File: src/rtl/seg_scan_pkg.sv
// Shared types and constants for the 7-segment scan controller.
package seg_scan_pkg;

   typedef enum logic [1:0] {
      IDLE  = 2'd0,
      BLANK = 2'd1,
      SHOW  = 2'd2
   } state_t;

   localparam logic [6:0] SEG_OFF = 7'b0000000;

   // Bit positions of each segment within the {g,f,e,d,c,b,a} bus
   localparam int unsigned SEG_A = 0;
   localparam int unsigned SEG_B = 1;
   localparam int unsigned SEG_C = 2;
   localparam int unsigned SEG_D = 3;
   localparam int unsigned SEG_E = 4;
   localparam int unsigned SEG_F = 5;
   localparam int unsigned SEG_G = 6;

endpackage

File: src/rtl/bcd_to_7.sv
// Combinational hex nibble to 7-segment decoder, active-high segments.
module bcd_to_7
   import seg_scan_pkg::*;
(
   input  logic [3:0] digit,
   output logic [6:0] seg_c
);

   logic [6:0] pat;

   // Glyph table in {g,f,e,d,c,b,a} order, then placed on the segment bus
   always_comb begin
      pat = SEG_OFF;
      case (digit)
         4'h0: pat = 7'b0111111;
         4'h1: pat = 7'b0000110;
         4'h2: pat = 7'b1011011;
         4'h3: pat = 7'b1001111;
         4'h4: pat = 7'b1100110;
         4'h5: pat = 7'b1101101;
         4'h6: pat = 7'b1111101;
         4'h7: pat = 7'b0000111;
         4'h8: pat = 7'b1111111;
         4'h9: pat = 7'b1101111;
         4'ha: pat = 7'b1110111;
         4'hb: pat = 7'b1111100;
         4'hc: pat = 7'b0111001;
         4'hd: pat = 7'b1011110;
         4'he: pat = 7'b1111001;
         default: pat = 7'b1110001;
      endcase
      seg_c        = SEG_OFF;
      seg_c[SEG_A] = pat[0];
      seg_c[SEG_B] = pat[1];
      seg_c[SEG_C] = pat[2];
      seg_c[SEG_D] = pat[3];
      seg_c[SEG_E] = pat[4];
      seg_c[SEG_F] = pat[5];
      seg_c[SEG_G] = pat[6];
   end

endmodule

File: src/rtl/seg_scan_ctrl.sv
// Multiplexed N-digit 7-segment scan controller with shadow-buffered value.
// Optional leading-zero blanking is enabled with `define SEG_SCAN_LZB_EN.
module seg_scan_ctrl
   import seg_scan_pkg::*;
#(
   parameter int unsigned N_DIGITS     = 4,
   parameter int unsigned TICK_DIV     = 50000,
   parameter int unsigned BLANK_CYCLES = 2,
   localparam int unsigned IDX_W       = (N_DIGITS > 1) ? $clog2(N_DIGITS) : 1
)(
   input  logic                  clk,
   input  logic                  reset,
   input  logic                  en,
   input  logic [4*N_DIGITS-1:0] value_in,
   input  logic                  load,
   output logic [N_DIGITS-1:0]   an,
   output logic [6:0]            seg,
   output logic [IDX_W-1:0]      digit_idx,
   output logic                  frame_done
);

   localparam int unsigned VW    = 4 * N_DIGITS;
   localparam int unsigned CNT_W = (TICK_DIV > 1) ? $clog2(TICK_DIV) : 1;

   localparam logic [CNT_W-1:0] LAST_CNT   = CNT_W'(TICK_DIV - 1);
   localparam logic [CNT_W-1:0] LAST_BLANK = CNT_W'((BLANK_CYCLES > 0) ? BLANK_CYCLES - 1 : 0);
   localparam logic [IDX_W-1:0] LAST_IDX   = IDX_W'(N_DIGITS - 1);
   localparam state_t           SLOT_START = (BLANK_CYCLES == 0) ? SHOW : BLANK;

   state_t            state, state_n;
   logic [CNT_W-1:0]  cnt, cnt_n;
   logic [IDX_W-1:0]  idx_n;
   logic [VW-1:0]     active_reg, active_n;
   logic [VW-1:0]     pending_reg, pending_n;
   logic              pending_valid, pvalid_n;
   logic              boundary;
   logic [3:0]        nibble;
   logic [6:0]        dec_seg;
   logic              lzb_blank;
   logic [N_DIGITS-1:0] an_n;
   logic [6:0]        seg_n;
   logic              frame_done_n;

   assign nibble = active_n[{idx_n, 2'b00} +: 4];

   bcd_to_7 u_dec (
      .digit (nibble),
      .seg_c (dec_seg)
   );

`ifdef SEG_SCAN_LZB_EN
   logic [VW-1:0] upper;

   // Blank a digit when it and every more-significant nibble are zero
   always_comb begin
      upper     = active_n >> {idx_n, 2'b00};
      lzb_blank = (idx_n != '0) && (upper == '0);
   end
`else
   assign lzb_blank = 1'b0;
`endif

   // Next-state, slot counter and digit index
   always_comb begin
      state_n  = state;
      cnt_n    = cnt;
      idx_n    = digit_idx;
      boundary = (state == SHOW) && (digit_idx == LAST_IDX) && (cnt == LAST_CNT);
      if (!en) begin
         state_n = IDLE;
         cnt_n   = '0;
         idx_n   = '0;
      end else begin
         case (state)
            IDLE: begin
               state_n = SLOT_START;
               cnt_n   = '0;
               idx_n   = '0;
            end
            BLANK: begin
               cnt_n = cnt + CNT_W'(1);
               if (cnt == LAST_BLANK) state_n = SHOW;
            end
            SHOW: begin
               if (cnt == LAST_CNT) begin
                  state_n = SLOT_START;
                  cnt_n   = '0;
                  idx_n   = (digit_idx == LAST_IDX) ? '0 : digit_idx + IDX_W'(1);
               end else begin
                  cnt_n = cnt + CNT_W'(1);
               end
            end
            default: state_n = IDLE;
         endcase
      end
   end

   // Value buffering: active_reg only moves in IDLE or at the frame boundary
   always_comb begin
      active_n  = active_reg;
      pending_n = pending_reg;
      pvalid_n  = pending_valid;
      if (state == IDLE) begin
         if (load) begin
            active_n = value_in;
            pvalid_n = 1'b0;
         end else if (pending_valid) begin
            active_n = pending_reg;
            pvalid_n = 1'b0;
         end
      end else if (boundary) begin
         if (load)               active_n = value_in;
         else if (pending_valid) active_n = pending_reg;
         pvalid_n = 1'b0;
      end else if (load) begin
         pending_n = value_in;
         pvalid_n  = 1'b1;
      end
   end

   // Outputs derived from the state being entered so they align with digit_idx
   always_comb begin
      an_n         = '0;
      seg_n        = SEG_OFF;
      frame_done_n = (state_n == SHOW) && (idx_n == LAST_IDX) && (cnt_n == LAST_CNT);
      if (state_n == SHOW) begin
         an_n  = N_DIGITS'(1) << idx_n;
         seg_n = lzb_blank ? SEG_OFF : dec_seg;
      end
   end

   always_ff @(posedge clk or posedge reset) begin
      if (reset) begin
         state         <= IDLE;
         cnt           <= '0;
         digit_idx     <= '0;
         an            <= '0;
         seg           <= SEG_OFF;
         frame_done    <= 1'b0;
         active_reg    <= '0;
         pending_reg   <= '0;
         pending_valid <= 1'b0;
      end else begin
         state         <= state_n;
         cnt           <= cnt_n;
         digit_idx     <= idx_n;
         an            <= an_n;
         seg           <= seg_n;
         frame_done    <= frame_done_n;
         active_reg    <= active_n;
         pending_reg   <= pending_n;
         pending_valid <= pvalid_n;
      end
   end

endmodule
File: config.mk
export PLATFORM = sky130hd
export DESIGN_NAME = seg_scan_ctrl
export DESIGN_NICKNAME = d
export VERILOG_FILES = /design/src/rtl/seg_scan_pkg.sv /design/src/rtl/bcd_to_7.sv /design/src/rtl/seg_scan_ctrl.sv
export SDC_FILE = /design/constraint.sdc
export NUM_CORES = 1
export LEC_CHECK = 0
export ABC_AREA = 1
export CAP_MARGIN = 10
export CORE_UTILIZATION = 33
export DETAILED_ROUTE_END_ITERATION = 16
export PLACE_DENSITY = 0.54
export REMOVE_ABC_BUFFERS = 1
export SKIP_CTS_REPAIR_TIMING = 1
export SLEW_MARGIN = 25
export SYNTH_ARGS = -nofsm -noshare
export SYNTH_HDL_FRONTEND = slang
export SYNTH_HIERARCHICAL = 1
export SYNTH_SLANG_ARGS = --single-unit
File: constraint.sdc
create_clock -name clk -period 4.3 [get_ports clk]
set_clock_uncertainty 0.1 [all_clocks]
set_input_delay 0.43 -clock clk [delete_from_list [all_inputs] [get_ports clk]]
set_output_delay 0.43 -clock clk [all_outputs]
set_load 0.02 [all_outputs]
# Word-level counts from Yosys, hierarchy flattened
# Memories as Yosys holds them, arrays and structs flattened.
# Cells that the tools add are included.
dict set report totals {
  regBits 65
  mem_bits_ro 112
  input_bits 20
  mem_count 1
}
dict set report op_classes {
  n_addsub 2
  n_eq_ne 8
  shift 2
  n_mux 20
  n_bitwise 2
  n_reduce_logical 7
}
# name words width read_ports rd_clocked_by_memory_dff wr line_no
set mem_list {}
lappend mem_list {{(no name shown)} 16 7 1 0 0 bcd_to_7.sv:14} ;# case (digit)
# cell count
set op_table {}
lappend op_table {{2-to-1 mux 16 bit} 6}
lappend op_table {{one-hot mux 16 bit (3 select lines)} 1}
lappend op_table {{== test 16 bit, second input constant} 2}
lappend op_table {{adder 16 x 1 -> 16 bit, second input constant} 1}
lappend op_table {{== test 16 x 1 -> 1 bit, second input constant} 1}
lappend op_table {{indexed part select 16 x 5 -> 4 bit} 1}
lappend op_table {{2-to-1 mux 2 bit} 6}
lappend op_table {{== test 2 bit, second input constant} 4}
lappend op_table {{2-to-1 mux 7 bit} 1}
lappend op_table {{one-hot mux 2 bit (3 select lines)} 1}
lappend op_table {{logical AND 1 bit} 4}
lappend op_table {{2-to-1 mux 4 bit} 1}
lappend op_table {{one-hot mux 2 bit (2 select lines)} 1}
lappend op_table {{left shift 1 x 2 -> 4 bit, first input constant} 1}
lappend op_table {{2-to-1 mux 1 bit} 3}
lappend op_table {{AND reduction 3 bit} 1}
lappend op_table {{nonzero test 3 bit} 1}
lappend op_table {{adder 2 x 1 -> 2 bit, second input constant} 1}
lappend op_table {{== test 2 x 1 -> 1 bit, second input constant} 1}
lappend op_table {{logical NOT 2 bit} 1}
lappend op_table {{NOT 1 bit} 2}

# Longest topological paths before layout
dict set report logic_depth {
  ltp_word 8
  mapped_depth 23
  ltp_nobuf 22
}

# Modules after synthesis
# The synthesis kept the hierarchy.
# mod n_inst cells_each area_each_um2 seq_area_each_um2
set modules_own_cells {}
lappend modules_own_cells {seg_scan_ctrl 1 466 3464.6 1626.6}
lappend modules_own_cells {bcd_to_7 1 52 270.3 0.0}

# Least setup slack after synthesis
# Ideal clock, no wire load.
dict set report synth_path {
  path_kind {register -> register}
  start {register digit_idx[0]}
  end {register seg[3]}
  setup_ps 121
  t_arrival_ps 2318
  required_ps 4079
  setup_slack_ps 1762
  path_stages_with_launch 21
  path_buffers 1
  path_cell_list {dfrtp_1 > ha_1 > and3_1 > nand3_2 > nand2_4 > nand2_4 > buf_6 > nand2_1 > nand2_2 > nand2_1 > nand2_1 > nand2_1 > nand2_1 > inv_1 > ha_1 > nand2_1 > o21ai_0 > nand2_1 > nand2_1 > inv_1 > nor2_1}
}
dict set report synth_between {
  elab_chain_cells 8
  elab_cells_between_ends 13
  cone_classes {add/sub: 1; eq/ne: 1; shift: 1; mux: 7; reduce/logical: 2; memory: 1}
}
# item line_no
set synth_rtl {}
lappend synth_rtl {{start: declaration} seg_scan_ctrl.sv:18} ;# output logic [IDX_W-1:0] digit_idx,
lappend synth_rtl {{start signal: assignment} seg_scan_ctrl.sv:146} ;# digit_idx <= idx_n;
lappend synth_rtl {{== test 2 bit} seg_scan_ctrl.sv:68} ;# boundary = (state == SHOW) && (digit_idx == LAST_IDX) && (cnt == LAST_CNT);
lappend synth_rtl {{logical AND 1 bit (2 in series)} seg_scan_ctrl.sv:68}
lappend synth_rtl {{2-to-1 mux 16 bit} seg_scan_ctrl.sv:111} ;# end else if (boundary) begin
lappend synth_rtl {{2-to-1 mux 16 bit} seg_scan_ctrl.sv:103} ;# if (state == IDLE) begin
lappend synth_rtl {{named net active_n[4]} seg_scan_ctrl.sv:33} ;# logic [VW-1:0] active_reg, active_n;
lappend synth_rtl {{indexed part select 16 x 5 -> 4 bit} seg_scan_ctrl.sv:44} ;# assign nibble = active_n[{idx_n, 2'b00} +: 4];
lappend synth_rtl {{named net nibble[0]} seg_scan_ctrl.sv:37} ;# logic [3:0] nibble;
lappend synth_rtl {{memory read (16 x 7 bit)} n/a}
lappend synth_rtl {{named net dec_seg[3]} seg_scan_ctrl.sv:38} ;# logic [6:0] dec_seg;
lappend synth_rtl {{2-to-1 mux 7 bit} seg_scan_ctrl.sv:126} ;# if (state_n == SHOW) begin
lappend synth_rtl {{named net seg_n[3]} seg_scan_ctrl.sv:41} ;# logic [6:0] seg_n;
lappend synth_rtl {{end signal: assignment} seg_scan_ctrl.sv:148} ;# seg <= seg_n;
lappend synth_rtl {{end: declaration} seg_scan_ctrl.sv:17} ;# output logic [6:0] seg,
# The timed path passes the listed nets, and every way through them passes these cells.
# A chain may end at the register's enable or synchronous reset.

# Worst setup path after layout
dict set report layout_path {
  start {register cnt[1]}
  end {register seg[3]}
}
dict set report layout_between {
  elab_chain_cells 7
  elab_cells_between_ends 16
  cone_classes {eq/ne: 3; shift: 1; mux: 10; reduce/logical: 1; memory: 1}
}
# item line_no
set layout_rtl {}
lappend layout_rtl {{start: declaration} seg_scan_ctrl.sv:31} ;# logic [CNT_W-1:0] cnt, cnt_n;
lappend layout_rtl {{start signal: assignment} seg_scan_ctrl.sv:145} ;# cnt <= cnt_n;
lappend layout_rtl {{== test 16 bit} seg_scan_ctrl.sv:68}
lappend layout_rtl {{logical AND 1 bit} seg_scan_ctrl.sv:68}
lappend layout_rtl {{2-to-1 mux 16 bit} seg_scan_ctrl.sv:111}
lappend layout_rtl {{2-to-1 mux 16 bit} seg_scan_ctrl.sv:103}
lappend layout_rtl {{named net active_n[9]} seg_scan_ctrl.sv:33}
lappend layout_rtl {{indexed part select 16 x 5 -> 4 bit} seg_scan_ctrl.sv:44}
lappend layout_rtl {{named net nibble[1]} seg_scan_ctrl.sv:37}
lappend layout_rtl {{memory read (16 x 7 bit)} n/a}
lappend layout_rtl {{named net dec_seg[3]} seg_scan_ctrl.sv:38}
lappend layout_rtl {{2-to-1 mux 7 bit} seg_scan_ctrl.sv:126}
lappend layout_rtl {{named net seg_n[3]} seg_scan_ctrl.sv:41}
# The timed path passes the listed nets, and every way through them passes these cells.

==> results.md <==
* Clk slew on worst S/H paths at 0.06 ns
* Vias/cell at 4.52
* Root Driver: clkbuf_16
* Pre-CTS setup slack at 1.08 ns
* Post-synthesis cell area at 3730 um2
* Die ar. at 11700 um2
* Io pins at 34
* Max Clk Rate at 0.343 GHz
* Die Ht at 108 um
* Drt wl/cell at 12.1 um
* Post-synth EDFFs at 0
* Synth Flop Type: dfrtp_1
* Pwr/cell area at 453 nW/um2
* Post-synthesis register bit count at 65
* Antenna violations before repair at 0
* Setup violators final at 0
* RSZ-0062 raised after global routing: no
* PnR worst setup slack at 1.38 ns
* Final GP Congestion at 0.875
* Residual DRC at 0
* Asr flop ratio synth at 100%
* Overflow after GRT at 0
* Crit share post-route at 67.9%
* Nets at 579
* Final Hold Viols at 0
* Clock sink count at 65
* Commonest non-fill, non-tap cell in the layout: nand2_1
* Top post-synthesis cells by area: dfrtp_1 (44%), nand2_1 (17%), inv_1 (6.8%)
* Fin area at 4540 um2
* Placed insts at 678
* Share of post-route cells with drive strength above 1 at 10.1%
* Syn_area_per_cell at 7.21 um2
* Yosys warnings at 6
* Slew @ Worst Pin at 0.781 ns
* Hold Path Depth at 2
* Antenna Nets Post-Route at 0
* Max-slew headroom at 47.9%
* Reg2reg setup slack at 1.38 ns
* Clk buf depth at 2
* Most frequent cells in the layout: nand2_1 (171), inv_1 (67), dfrtp_1 (65), nor2_1 (48), nand3_1 (42)
* Area Growth Syn to Fin at 21.6%
* Crit Path Class: reg2reg
* Worst Reg-to-Reg Cells at 20
* Initial Util at 34.2%
* Final Max Tran Viols at 0
* FF-to-FF Start: cnt[1]
* Synth unique cells at 29
* DRT iter0 DRCs at 174
* Max-cap violations at 0
* I/O Buffers at 33
* Worst Path Required at 4.40 ns
* Later-pin clock latency in the skew report at 0.33 ns
* Largest net degree at the start of global routing at 45
* DRT Wirelength at 8.37 mm
* Worst hold start: active_reg[5]
* Leak pwr at 2.33 nW
* First-pass DRT Iterations at 4
* CTS tree: yes
* Hold Crit Class: reg2reg
* TritonCTS Buffers at 9
* Minimum clock period at 2.92 ns
* First-pass GRT wire length at 15.0 mm
* Maximum vdd ir drop at 0.000281 V
* Vias at 3139
* Max H-tree Level at 3
* Vias in the first global route at 3201
* Post-detail-place hpwl at 6.26 mm
* All-layer global routing usage at 16.5%
* Core Area at 10900 um2
* Placed Instance Area at 4170 um2
* Ant diodes at 0
* Power consumption at 2.06 mW
* Site Rows at 38
* Post-synth top area share at 43.6%
* Setup crit start kind: flip-flop
* Status: finished clean
* Post-synthesis cell count at 518
* CP Data Arrival Time at 3.02 ns
* Critical Path Fanout Max at 18
* Setup tns final at 0 ns
* Die Span X at 108 um
* Worst Setup End Kind: flip-flop
* Worst Hold Path EP: active_reg[5]
* Non-filler cells in the finished layout at 694
* Seq/Total Area, Yosys at 43.6%
* Cell taking the most area after synthesis: dfrtp_1
* Reg2reg end: seg[3]
synthesized netlist by cell type (all sizes together) (3+ instances only):
| master | number |
|---|---|
| nand2 | 191 |
| nor3 | 8 |
| clkbuf | 5 |
| nand4 | 8 |
| dfrtp | 65 |
| nand3 | 45 |
| o21ai | 39 |
| nor2 | 54 |
| and3 | 3 |
| buf | 10 |
| inv | 72 |
| ha | 10 |
stage by stage:
stage / hold slack (ns) / util [%]
floorplan: 0.338 / -
global placement: 0.356 / 38.1
detailed placement: 0.362 / 38.1
CTS: 0.375 / 41.5
global route: 0.398 / 41.5
finish: 0.375 / 41.5
routing by layer:
| metal | track usage [%] | part of all wire, % |
|---|---|---|
| met1 | 19.8 | 46 |
| met3 | 4.82 | 3.5 |
| met4 | 5.98 | 1.7 |
| met5 | 0 | 0 |
| met2 | 27.9 | 48 |
power by group:
part	internal [mW]	switching, mW	total (mW)	leakage [nW]
combinational	0.144	0.257	0.401	1.30
clock	0.625	0.278	0.903	0.180
sequential	0.704	0.0483	0.752	0.852
total	1.47	0.583	2.06	2.33
logic make-up after synthesis:
group | count (synthesis) | share of synthesized area [%]
simple gates | 312 | 37.5
fa+ha+maj | 10 | 3.35
xor+xnor | 2 | 0.469
compound gates | 41 | 5.49
buf+inv | 88 | 9.68
flops | 65 | 43.6
worst max-delay path by stage:
stage             end  slack (ns)  cells after the start          from
2_1_floorplan  seg[3]        1.75                     19  digit_idx[0]
3_3_place_gp   seg[3]        1.12                     19          load
3_5_place_dp   seg[3]        1.08                     19          load
4_1_cts        seg[3]        1.34                     20        cnt[1]
5_1_grt        seg[3]        1.00                     19          load
6_report       seg[3]        1.38                     20        cnt[1]
worst max-delay path: stages (launching register included):
cell and delay, ns:
dfrtp_1 0.41, ha_1 0.27, nand3_1 0.12, nor2_2 0.16, nand3_2 0.13, nand2_4 0.19
nand2_4 0.17, nand2_1 0.10, nand2_1 0.08, nand2_1 0.07, nand2_1 0.05, nand2_1 0.05
nand2_1 0.12, inv_1 0.15, ha_1 0.24, nand2_1 0.08, o21ai_0 0.09, nand2_1 0.07
nand2_1 0.05, inv_1 0.05, nor2_1 0.04
area by class of cell:
cell class,count,area [um2]
fillers,1154,6390
clock inverters,7,143
well taps,140,175
inverters,73,277
repair buffers,35,345
clock buffers,9,225
flip-flops and latches,65,1630
multi-input cells,365,1750
Note: power is estimated with default switching activity, not from simulation.
==> RTL change 1 (config.mk and constraints unchanged) <==
Add a define of `SEG_SCAN_LZB_EN`.
--- a/src/rtl/seg_scan_ctrl.sv
+++ b/src/rtl/seg_scan_ctrl.sv
@@ -1,5 +1,7 @@
 // Multiplexed N-digit 7-segment scan controller with shadow-buffered value.
 // Optional leading-zero blanking is enabled with `define SEG_SCAN_LZB_EN.
+`define SEG_SCAN_LZB_EN
+
 module seg_scan_ctrl
    import seg_scan_pkg::*;
 #(
Check against the original RTL: same outputs for any inputs over 10 cycles, from zero or initial values and one cycle with reset high; that may be too few to reach the edited logic, so the function may still have changed.
==> RTL change 1 against the original RTL <==
- total power shrank 26%
- sequential cell count unchanged
- synthesized area shrank 2.3%
- setup slack worse by 0.53 ns
- wire length decreased by 6.0%
- final area decreased by 5.6%
- first-iteration DRC count decreased by 40%
==> RTL change 1: results <==
export IMPL_status="finished clean"
export IMPL_drive_above_1_share_pct=6.852
export IMPL_syn_inst=503
export IMPL_root_buffer="clkbuf_8"
export IMPL_vdd_ir_drop_max_mv=0.1672
export IMPL_synthMuxAreaShare_pct=0
export IMPL_worstMarginPinSlew_ns=0.8005
export IMPL_drt_total_wl_um=7863
export IMPL_crit_arrival_ns=3.62
export IMPL_p_leak_nw=2.104
export IMPL_drt_iter0_drc=105
export IMPL_synth_compound_area_share_pct=7.473
export IMPL_place_hpwl_um=5852
export IMPL_synthAdderAreaFrac_pct=3.428
export IMPL_grt_max_degree=46
export IMPL_finalWeightedCongestion=0.8333
export IMPL_place_ws_ns=0.6823
export IMPL_dp_cells=665
export IMPL_timing_rr_start="cnt[0]$_DFF_PP0_"
export IMPL_r2r_setup_slack_ns=0.85
export IMPL_worstHoldEndpoint="active_reg[1]$_DFF_PP0_"
export IMPL_crit_fanout=13
export IMPL_min_period_over_period_pct=80.12
export IMPL_synth_area_leaders="dfrtp_1, nand2_1, inv_1"
export IMPL_synth_common_cells="nand2_1, inv_1, dfrtp_1, nor2_1, nand3_1"
export IMPL_clk_latency_ns=0.35
export IMPL_grt_pass1_vias=3150
export IMPL_finalNetCount=566
export IMPL_grt_total_usage_pct=15.47
export IMPL_hp_start="active_reg[1]$_DFF_PP0_"
export IMPL_routedWlPerCell_um=11.56
export IMPL_place_area_um2=4106
export IMPL_first_pass_iters=5
-- RTL change 1: changes by cell type after synthesis, moves of 3 or more --
cell      before  now
a31oi_1        0    4
and3_1         3    0
buf_2          6    3
clkbuf_1       5    8
inv_2          4    1
nand2_1      171  154
nand2_2       17    9
nand3_1       43   46
nor2_1        48   60
nor2_2         4    1
-- RTL change 1: power groups by stage --
stage | clock network (mW) | logic (mW) | registers (mW)
floorplan | 0 | 0.230 | 0.718
global placement | 0 | 0.315 | 0.721
detailed placement | 0 | 0.319 | 0.721
finish | 0.500 | 0.314 | 0.710
global route | 0.543 | 0.373 | 0.718
CTS | 0.519 | 0.319 | 0.710
-- RTL change 1: area by class of cell --
class | count | area (µm²)
fill | 1118 | 6502
multi-input combinational | 357 | 1709
sequential | 65 | 1627
timing repair buffer | 35 | 345.3
inverter | 68 | 256.5
tap | 140 | 175.2
clock buffer | 12 | 135.1
clock inverter | 3 | 42.54
-- RTL change 1: kinds of logic after synthesis --
logic type | count (synthesis)
buf+inv | 81
compound gates | 52
flops | 65
simple gates | 292
xor+xnor | 3
fa+ha+maj | 10
-- RTL change 1: layer usage --
layer  track usage, %  vias to the layer above  share of wire, %
li1                 -                     1640                 -
met1            18.18                     1436                47
met2            27.10                       49                48
met3            4.195                       11               3.2
met4            5.186                        0               1.4
met5                0                        -                 0
-- RTL change 1: worst max-delay path by stage --
stage,from,endpoint,cells after the start
global route,cnt[0]$_DFF_PP0_,seg[3]$_DFF_PP0_,23
global placement,load,seg[3]$_DFF_PP0_,19
detailed placement,load,seg[3]$_DFF_PP0_,19
finish,cnt[0]$_DFF_PP0_,seg[3]$_DFF_PP0_,23
CTS,cnt[0]$_DFF_PP0_,seg[3]$_DFF_PP0_,23
floorplan,cnt[0]$_DFF_PP0_,seg[3]$_DFF_PP0_,23
==> RTL change 2 (same settings) <==
Made on the original files. Put one more register stage on the output `seg`, with the module's reset. The value now appears one clock later. The other outputs are not delayed to match.
--- a/src/rtl/seg_scan_ctrl.sv
+++ b/src/rtl/seg_scan_ctrl.sv
@@ -26,6 +26,8 @@
    localparam logic [CNT_W-1:0] LAST_BLANK = CNT_W'((BLANK_CYCLES > 0) ? BLANK_CYCLES - 1 : 0);
    localparam logic [IDX_W-1:0] LAST_IDX   = IDX_W'(N_DIGITS - 1);
    localparam state_t           SLOT_START = (BLANK_CYCLES == 0) ? SHOW : BLANK;
+
+   logic [6:0] seg_s0;
 
    state_t            state, state_n;
    logic [CNT_W-1:0]  cnt, cnt_n;
@@ -135,7 +137,7 @@
          cnt           <= '0;
          digit_idx     <= '0;
          an            <= '0;
-         seg           <= SEG_OFF;
+         seg_s0        <= SEG_OFF;
          frame_done    <= 1'b0;
          active_reg    <= '0;
          pending_reg   <= '0;
@@ -145,7 +147,7 @@
          cnt           <= cnt_n;
          digit_idx     <= idx_n;
          an            <= an_n;
-         seg           <= seg_n;
+         seg_s0        <= seg_n;
          frame_done    <= frame_done_n;
          active_reg    <= active_n;
          pending_reg   <= pending_n;
@@ -153,4 +155,12 @@
       end
    end
 
+   always_ff @(posedge clk or posedge reset) begin
+      if (reset) begin
+         seg <= '0;
+      end else begin
+         seg <= seg_s0;
+      end
+   end
+
 endmodule
Check against the original RTL: not equivalent (Yosys sat finds a counterexample within 4 cycles, from zero or initial values and one cycle with reset high).
==> RTL change 2 against the original RTL <==
- the run now ends with DRC left
- setup slack worse by 0.11 ns
- final cell count grew 1.6%
- total power is 11% lower
- count of clock-buffer cells in the layout is 1 higher
- wire length grew 5.1%
- final area up 4.5%
- synthesized area is 6.9% higher
- sequential cell count increased by 7
- largest cell class unchanged
- largest power group unchanged
==> RTL change 2: results <==
export IMPL_grt_first_pass_wirelength_um=15300
export IMPL_power_frac_seq_pct=41.9
export IMPL_crit_fanout=18
export IMPL_routedWlPerCell_um=12.47
export IMPL_n_clock_buffer=10
export IMPL_place_hpwl_um=6468
export IMPL_instances_no_fill=705
export IMPL_critPathCaptureType="flip-flop"
export IMPL_crit_path_end="seg_s0[3]$_DFF_PP0_"
export IMPL_numCtsBuffers=9
export IMPL_violations="DRC"
export IMPL_drt_iter0_drc=180
export IMPL_synth_area_leaders="dfrtp_1, nand2_1, inv_1"
export IMPL_num_antenna_cells=0
export IMPL_grt_max_degree=55
export IMPL_cts_sinks=72
export IMPL_utilization_pct=40.90
export IMPL_buffer_area_share_pct=7.271
export IMPL_synth_common_cells="nand2_1, dfrtp_1, inv_1, nand3_1, nor2_1"
export IMPL_clock_cell_area_share_pct=6.533
export IMPL_place_area_um2=4434
export IMPL_multi_input_gates=362
export IMPL_comb_power_uw=273
export IMPL_nNonClkInverters=78
export IMPL_vdd_ir_drop_max_mv=0.2639
export IMPL_synth_area_per_cell_um2=7.607
export IMPL_vias=3307
export IMPL_drc=2
export IMPL_worstMarginPinSlew_ns=0.6750
export IMPL_crit_slowest_cell="dfrtp_1"
export IMPL_rr_worst_depth=22
export IMPL_yosys_warnings=6
export IMPL_critPathLaunch="cnt[0]$_DFF_PP0_"
export IMPL_r2r_setup_slack_ns=1.27
export IMPL_switching_share_pct=27.05
export IMPL_dp_cells=690
export IMPL_grt_total_usage_pct=15.27
export IMPL_crit_arrival_ns=3.15
export IMPL_register_area_um2=1802
export IMPL_place_ws_ns=1.094
export IMPL_fin_crit_ns=3.032
export IMPL_first_pass_iters=11
export IMPL_async_flop_share_pct=100.0
export IMPL_multi_input_area_share_pct=38.25
export IMPL_sh_seq_area_pct=37.93
export IMPL_fillers=1193
export IMPL_grt_pass1_vias=3242
export IMPL_finalNetCount=588
export IMPL_status="finished with violations"
export IMPL_synth_seq_area_share_pct=45.11
export IMPL_p_leak_nw=2.449
export IMPL_p_comb_share_pct=14.8
export IMPL_yosysUniqueCellTypes=36
export IMPL_clockBufferDepth=2
export IMPL_reg2reg_to="seg_s0[3]$_DFF_PP0_"
export IMPL_finalWeightedCongestion=0.9000
export IMPL_drive_above_1_share_pct=10.32
export IMPL_synth_flop_cell="dfrtp_1"
export IMPL_hp_class="reg2reg"
RTL change 2: cell count changes after synthesis, moves of 3 or more:
cell | unedited run | this run
and3_1 | 3 | 0
buf_2 | 6 | 1
dfrtp_1 | 65 | 72
inv_2 | 4 | 7
nand2_1 | 171 | 181
nand2_2 | 17 | 7
nand3_1 | 43 | 46
nand4_1 | 7 | 11
nor2_1 | 48 | 38
nor3_1 | 6 | 3
o21ai_0 | 39 | 36
RTL change 2: metal layers:
layer / vias up / global-route usage (%) / share of wire [%]
li1: 1697 / - / -
met5: - / 0 / 0
met1: 1546 / 19.70 / 48
met3: 11 / 3.078 / 2.8
met4: 0 / 5.333 / 1.5
met2: 53 / 25.55 / 48
RTL change 2: how the worst min path moves through the flow:
stage	startpoint	endpoint	slack [ns]	cells after the start
after detailed placement	seg_s0[0]$_DFF_PP0_	seg[0]$_DFF_PP0_	0.24	0
after global routing	seg_s0[1]$_DFF_PP0_	seg[1]$_DFF_PP0_	0.26	0
after CTS	seg_s0[0]$_DFF_PP0_	seg[0]$_DFF_PP0_	0.25	0
after floorplan	seg_s0[0]$_DFF_PP0_	seg[0]$_DFF_PP0_	0.23	0
final	seg_s0[2]$_DFF_PP0_	seg[2]$_DFF_PP0_	0.25	0
after global placement	seg_s0[2]$_DFF_PP0_	seg[2]$_DFF_PP0_	0.23	0
RTL change 2: kinds of logic after synthesis:
kind of cell	after synthesis	synth area share (%)
and+or+nand+nor	309	36.12
buffers and inverters	91	9.523
DFF	72	45.11
AOI/OAI and AO/OA	42	5.890
adders and majority gates	10	3.133
xor gates and xnor gates	1	0.2193
